===== config.mk =====
export PLATFORM = sky130hd
export DESIGN_NAME = merge_run_scheduler
export DESIGN_NICKNAME = d
export VERILOG_FILES = /design/src/rtl/merge_run_scheduler.sv
export SDC_FILE = /design/constraint.sdc
export NUM_CORES = 1
export LEC_CHECK = 0
export ABC_AREA = 1
export BUFFER_PORTS_ARGS = -buffer_cell sky130_fd_sc_hd__buf_4
export CORE_MARGIN = 3
export CORE_UTILIZATION = 30
export CTS_CLUSTER_SIZE = 24
export DETAILED_ROUTE_END_ITERATION = 12
export GPL_TIMING_DRIVEN = 0
export SETUP_SLACK_MARGIN = 0.4
export SLEW_MARGIN = 0
export SYNTH_ARGS = -nofsm -noshare
export SYNTH_HDL_FRONTEND = slang
export SYNTH_SLANG_ARGS = --single-unit

===== constraint.sdc =====
create_clock -name i_clk -period 1.8 [get_ports i_clk]
set_input_delay 0.36 -clock i_clk [delete_from_list [all_inputs] [get_ports i_clk]]
set_output_delay 0.36 -clock i_clk [all_outputs]
set_load 0.01 [all_outputs]

===== src/rtl/merge_run_scheduler.sv =====
// Deals 0-terminated sorted runs alternately into two merger FIFOs, then closes/pads to keep runs paired.
// Zero-latency: pop and write in the same cycle; a full destination stalls the stream. Optional counters: MERGE_RUN_SCHEDULER_STATS_EN.
module merge_run_scheduler #(
  parameter int DATA_WIDTH  = 32,
  parameter int COUNT_WIDTH = 16
) (
  input  logic                   i_clk,
  input  logic                   i_rst,
  input  logic [DATA_WIDTH-1:0]  i_src_item,
  input  logic                   i_src_empty,
  input  logic                   i_src_done,
  output logic                   o_src_read,
  output logic [DATA_WIDTH-1:0]  o_item,
  output logic                   o_fifo_1_write,
  input  logic                   i_fifo_1_full,
  output logic                   o_fifo_2_write,
  input  logic                   i_fifo_2_full,
  output logic                   o_busy,
  output logic                   o_done,
`ifdef MERGE_RUN_SCHEDULER_STATS_EN
  output logic [COUNT_WIDTH-1:0] o_items_1,
  output logic [COUNT_WIDTH-1:0] o_items_2,
`endif
  output logic [COUNT_WIDTH-1:0] o_run_count
);

  typedef enum logic [2:0] {
    S_IDLE,
    S_ROUTE,
    S_CLOSE,
    S_PAD,
    S_DONE
  } state_t;

  state_t                 state;
  state_t                 state_nxt;
  state_t                 finish_state;
  logic                   dest;
  logic                   open;
  logic                   dest_full;
  logic                   finish;
  logic                   wr;
  logic                   wr_dest;
  logic [COUNT_WIDTH-1:0] run_count;

  assign dest_full = dest ? i_fifo_2_full : i_fifo_1_full;
  assign finish    = i_src_empty & i_src_done;

  // An open run must be closed first; an even number of runs leaves dest=0 and needs no pad.
  always_comb begin
    finish_state = S_DONE;
    if (open)
      finish_state = S_CLOSE;
    else if (dest)
      finish_state = S_PAD;
  end

  always_ff @(posedge i_clk) begin
    if (i_rst) begin
      state     <= S_IDLE;
      dest      <= 1'b0;
      open      <= 1'b0;
      run_count <= '0;
    end else begin
      state <= state_nxt;
      if (wr) begin
        // PAD always targets dest=1, so toggling there lands on dest=0 as well.
        if (o_item == '0) begin
          dest      <= ~dest;
          open      <= 1'b0;
          run_count <= run_count + COUNT_WIDTH'(1);
        end else begin
          open <= 1'b1;
        end
      end
    end
  end

  always_comb begin
    state_nxt = state;
    case (state)
      S_IDLE: begin
        if (!i_src_empty)
          state_nxt = S_ROUTE;
        else if (finish)
          state_nxt = finish_state;
      end
      S_ROUTE: begin
        if (finish)
          state_nxt = finish_state;
      end
      S_CLOSE: begin
        if (wr)
          state_nxt = dest ? S_DONE : S_PAD;
      end
      S_PAD: begin
        if (wr)
          state_nxt = S_DONE;
      end
      default: state_nxt = S_DONE;
    endcase
  end

  always_comb begin
    o_src_read = 1'b0;
    wr         = 1'b0;
    wr_dest    = dest;
    o_item     = '0;
    if (!i_rst) begin
      case (state)
        S_ROUTE: begin
          if (!i_src_empty && !dest_full) begin
            o_src_read = 1'b1;
            wr         = 1'b1;
            o_item     = i_src_item;
          end
        end
        S_CLOSE: wr = !dest_full;
        S_PAD: begin
          wr_dest = 1'b1;
          wr      = !i_fifo_2_full;
        end
        default: ;
      endcase
    end
  end

  assign o_fifo_1_write = wr & ~wr_dest;
  assign o_fifo_2_write = wr & wr_dest;
  assign o_busy         = (state == S_ROUTE) || (state == S_CLOSE) || (state == S_PAD);
  assign o_done         = (state == S_DONE);
  assign o_run_count    = run_count;

`ifdef MERGE_RUN_SCHEDULER_STATS_EN
  always_ff @(posedge i_clk) begin
    if (i_rst) begin
      o_items_1 <= '0;
      o_items_2 <= '0;
    end else if (wr && o_item != '0) begin
      if (wr_dest)
        o_items_2 <= o_items_2 + COUNT_WIDTH'(1);
      else
        o_items_1 <= o_items_1 + COUNT_WIDTH'(1);
    end
  end
`endif

endmodule

======== After elaboration in Yosys (flattened, before gate mapping) ========
Index checks and enable logic that the tools add are counted.
word-level totals
  input port bits ......................... 38
  register bits ........................... 21
cells by class
  multiplexer cells ....................... 20
  bitwise operators ....................... 5
  add/sub/neg operators ................... 1
  reductions and logical operators ........ 10
  equal/unequal tests ..................... 6
operators by type and width
  kind                   count
  $mux 32                3
  $logic_not 32->1       1
  $mux 3                 7
  $add 16x1->16 const B  1
  $pmux 3 s4             1
  $mux 1                 8
  $eq 3x2->1 const B     2
  $ne 2x2->1 const B     2
  $reduce_and 2->1       2
  $and 1x1->1            3
  $eq 3x1->1 const B     1
  $eq 3x3->1 const B     1
  $logic_not 1->1        3
  $logic_not 3->1        1
  $pmux 1 s3             1
  $logic_or 1x1->1       2
  $not 1->1              2
  $logic_and 1x1->1      1

======== Depth between registers and ports, before layout ========
  word-level depth ........................ 8
  gate-level depth with buffers ........... 14
  gate-level depth less buffers ........... 13

======== Worst setup path after synthesis ========
OpenSTA, ideal clock, no wires.
  path kind ............................... flip-flop to output port
  start point ............................. reg dest
  end point ............................... out o_item[10]
  stages on the path, launching flop included .. 9
  data arrival time ....................... 1432 ps
  required time ........................... 1440 ps
  path slack .............................. 8 ps
  path through ............................ dfxtp_1 > inv_2 > nand2_1 > nand3_2 > nor3_4 > buf_6 > inv_1 > clkbuf_1 > nor2_1
on the way
  word-level cells in the longest chain between the ends .. 6
ends and longest elaborated chain
  item                      line  RTL
  start: declaration        38    logic dest;
  start signal: assignment  69    dest <= ~dest;
  $mux 1                    46    assign dest_full = dest ? i_fifo_2_full : i_fifo_1_full;
  $logic_not 1->1           112   if (!i_src_empty && !dest_full) begin
  $logic_and 1x1->1         112
  $mux 32                   112
  $mux 32                   110   case (state)
  $mux 32                   109   if (!i_rst) begin
  end: declaration          13    output logic [DATA_WIDTH-1:0] o_item,
No other way between the ends.

======== Worst setup path in the final report ========
  start point ............................. reg state[2]
  end point ............................... out o_item[29]
on the way
  word-level cells in the longest chain between the ends .. 3
ends and longest elaborated chain
  item                      line  RTL
  start: declaration        35    state_t state;
  start signal: assignment  65    state <= state_nxt;
  $eq 3x1->1                110
  $mux 32                   110
  $mux 32                   109
No other way between the ends.

==> run summary <==
Status: finished with violations
Failing checks: setup timing
TritonRoute pass-1 iters: 4
Critical Path Max Stage Delay: 0.34 ns
Leakage: 1.692 nW
Final Wtd Congestion: 0.8097
Final period util: 1.105
Crit. path cell count: 8
Final Instance Area: 0.003433 mm²
Via/cell ratio: 4.616
WHS: 0.2993 ns
Worst hold path depth: 2
P&R area growth vs syn: 110.3%
Commonest non-fill, non-tap cell in the layout: buf_4
Height of the die: 79.78 µm
CP Max Fanout: 8
Most frequent cells in the layout: buf_4 (81), inv_1 (49), nand2_1 (44)
Synth Register Bits: 21
Fin nets: 455
Post-synth EDFFs: 0
Antenna violations before repair: 0
Placed Instances: 452
Gr ovfl total: 0
DRC: 0
H-tree depth: 1
Synth warnings: 0
Largest net degree at the start of global routing: 14
Mapped Area: 0.001633 mm²
Total Wirelength: 6.244 mm
Arrival @ worst endpoint: 1.63 ns
Top cell by count, worst path: buf_6
Crit end category: output port
Clock sinks: 21
DR WL/cell: 12.87 µm
Final core utilization: 0.6638
Max Cap Viol: 0
Crit path buf inv count: 5
Synth Instances: 292
Antenna Nets Post-Route: 0
Initial drt markers: 50
Distinct cells, synth: 25
Maximum vdd drop: 0.0006897 V
Share of cells above drive strength 1: 0.5542
Placement Rows: 26
Post-Layout Cell Count: 485
Longest Clk Path Bufs: 2
Tot Pwr: 2.960 mW
Clock root buffer: clkbuf_8
Die Wd: 79.78 µm
Final Skew: 0.01040 ns
Worst path cell trace: inv_4, nand3_4, nor3_4, buf_6, inv_8, clkbuf_16, nor2_4, buf_6
Detailed Place HPWL: 4.249 mm
Fill count: 422
Crit path max-delay family: buffers and inverters
Area after DPL: 0.002660 mm²
Final hold violation count: 0
Setup TNS: -7.579 ns
Sequential area share after synthesis: 0.2575
Slew Limit Fails: 0
Clock latency at the later pin of the worst-skew pair: 0.27 ns
FMAX: 502.6 MHz
Worst R2R Path Depth: 15
Wire length of the first global-routing pass: 9.501 mm
Rel. slew slack: 0.7282
Final WS setup: -0.1897 ns
RSZ-0062 raised after global routing: true
Total number of vias: 2239
Critical path class: reg -> out
Reg clk slew, reported paths: 0.09 ns
Pre-CTS setup slack: -0.2149 ns
CTS tree: built
Vias in the first global route: 2017
# diodes: 0
Slowest cell on crit path: dfxtp_2
Min cycle time layout: 1.990 ns
CP Data Required Time: 1.44 ns
Ports: 91
Actual slew at the worst max-slew pin: 0.4046 ns
Die area: 0.006364 mm²
Main synth FF type: dfxtp_1
Final Setup Violations: 53
Initial core utilization: 0.3157
Number of hold buffers added after cts: 0
Synthesized Nets: 331
GRT Total Usage: 0.1870
Core area: 0.005172 mm²
Hold WC Path Type: in -> reg
Pwr dens: 862.2 mW/mm²
Launching element type of the critical path: register
Ys async rst share: 0
Syn_area_per_cell: 5.592 µm²
Port Buffers: 90
Num CTS Buffers: 3
cell type report:
type | count | area (µm²) | area share
Sequential cell | 21 | 432.9 | 0.1261
Clock inverter | 1 | 7.507 | 0.002187
Inverter | 55 | 231.5 | 0.06742
Timing Repair Buffer | 119 | 1096 | 0.3192
Tap cell | 70 | 87.58 | 0.02551
Multi-Input combinational cell | 207 | 1394 | 0.4060
Buffer | 9 | 142.6 | 0.04155
Clock buffer | 3 | 41.29 | 0.01203
worst reg2reg max path, delay by kind of cell (launching register included):
family / cells / cell delay [ns]
AND/OR/NAND/NOR: 9 / 0.81
buffers and inverters: 5 / 0.66
flip-flops: 1 / 0.34
AO/OA/AOI/OAI: 1 / 0.06
routing by layer:
| layer | vias to the layer above | routed length, µm | GRT usage |
|---|---|---|---|
| li1 | 1164 | - | - |
| met1 | 1018 | 2514 | 0.2282 |
| met2 | 55 | 3358 | 0.3406 |
| met3 | 2 | 344 | 0.03499 |
| met4 | 0 | 27 | 0.03716 |
| met5 | - | 0 | 0 |
state kept, by name, summed over array words and instances, names as in the netlist:
register,flops
open,1
o_run_count,16
state,3
dest,1
worst paths after layout:
path	from	to	slack, ns
max	state[2]$_SDFFE_PP0P_	o_item[29]	-0.19
min	i_rst	open$_SDFFE_PP0P_	0.30
max reg2reg	state[2]$_SDFFE_PP0P_	o_run_count[0]$_SDFFE_PP0P_	-0.13
min reg2reg	open$_SDFFE_PP0P_	open$_SDFFE_PP0P_	0.52
synthesized netlist by cell type (3+ instances only):
cell type / n / area share
o21ai_0: 15 / 0.046
nand2_1: 48 / 0.11
nor3_1: 6 / 0.018
nand3_1: 25 / 0.077
clkbuf_1: 3 / 0.0069
a21oi_1: 25 / 0.077
dfxtp_1: 21 / 0.26
nor2_1: 73 / 0.17
inv_1: 53 / 0.12
buf_6: 4 / 0.028
power breakdown:
part	switching (mW)	internal, mW
combinational	0.961	1.02
sequential	0.101	0.541
clock	0.179	0.157
total	1.24	1.72
kinds of logic (layout without fill, tap and decap cells):
group                      count (synthesis)  count (layout)  synth area share
AOI/OAI and AO/OA                         45              45            0.1425
DFF                                       21              21            0.2575
xor gates and xnor gates                   1               1          0.005365
and+or+nand+nor                          160             160            0.4199
adders and majority gates                  1               1          0.007662
buffers and inverters                     64             187            0.1670
repair_timing:
action	in CTS	in global routing
pin swaps	8	19
gates resized for setup	60	50
setup buffers	16	6
cloned	4	3
endpoints found under the setup margin	56	58
hold endpoints to repair	0	0
Power figures use the tool's default switching activity.
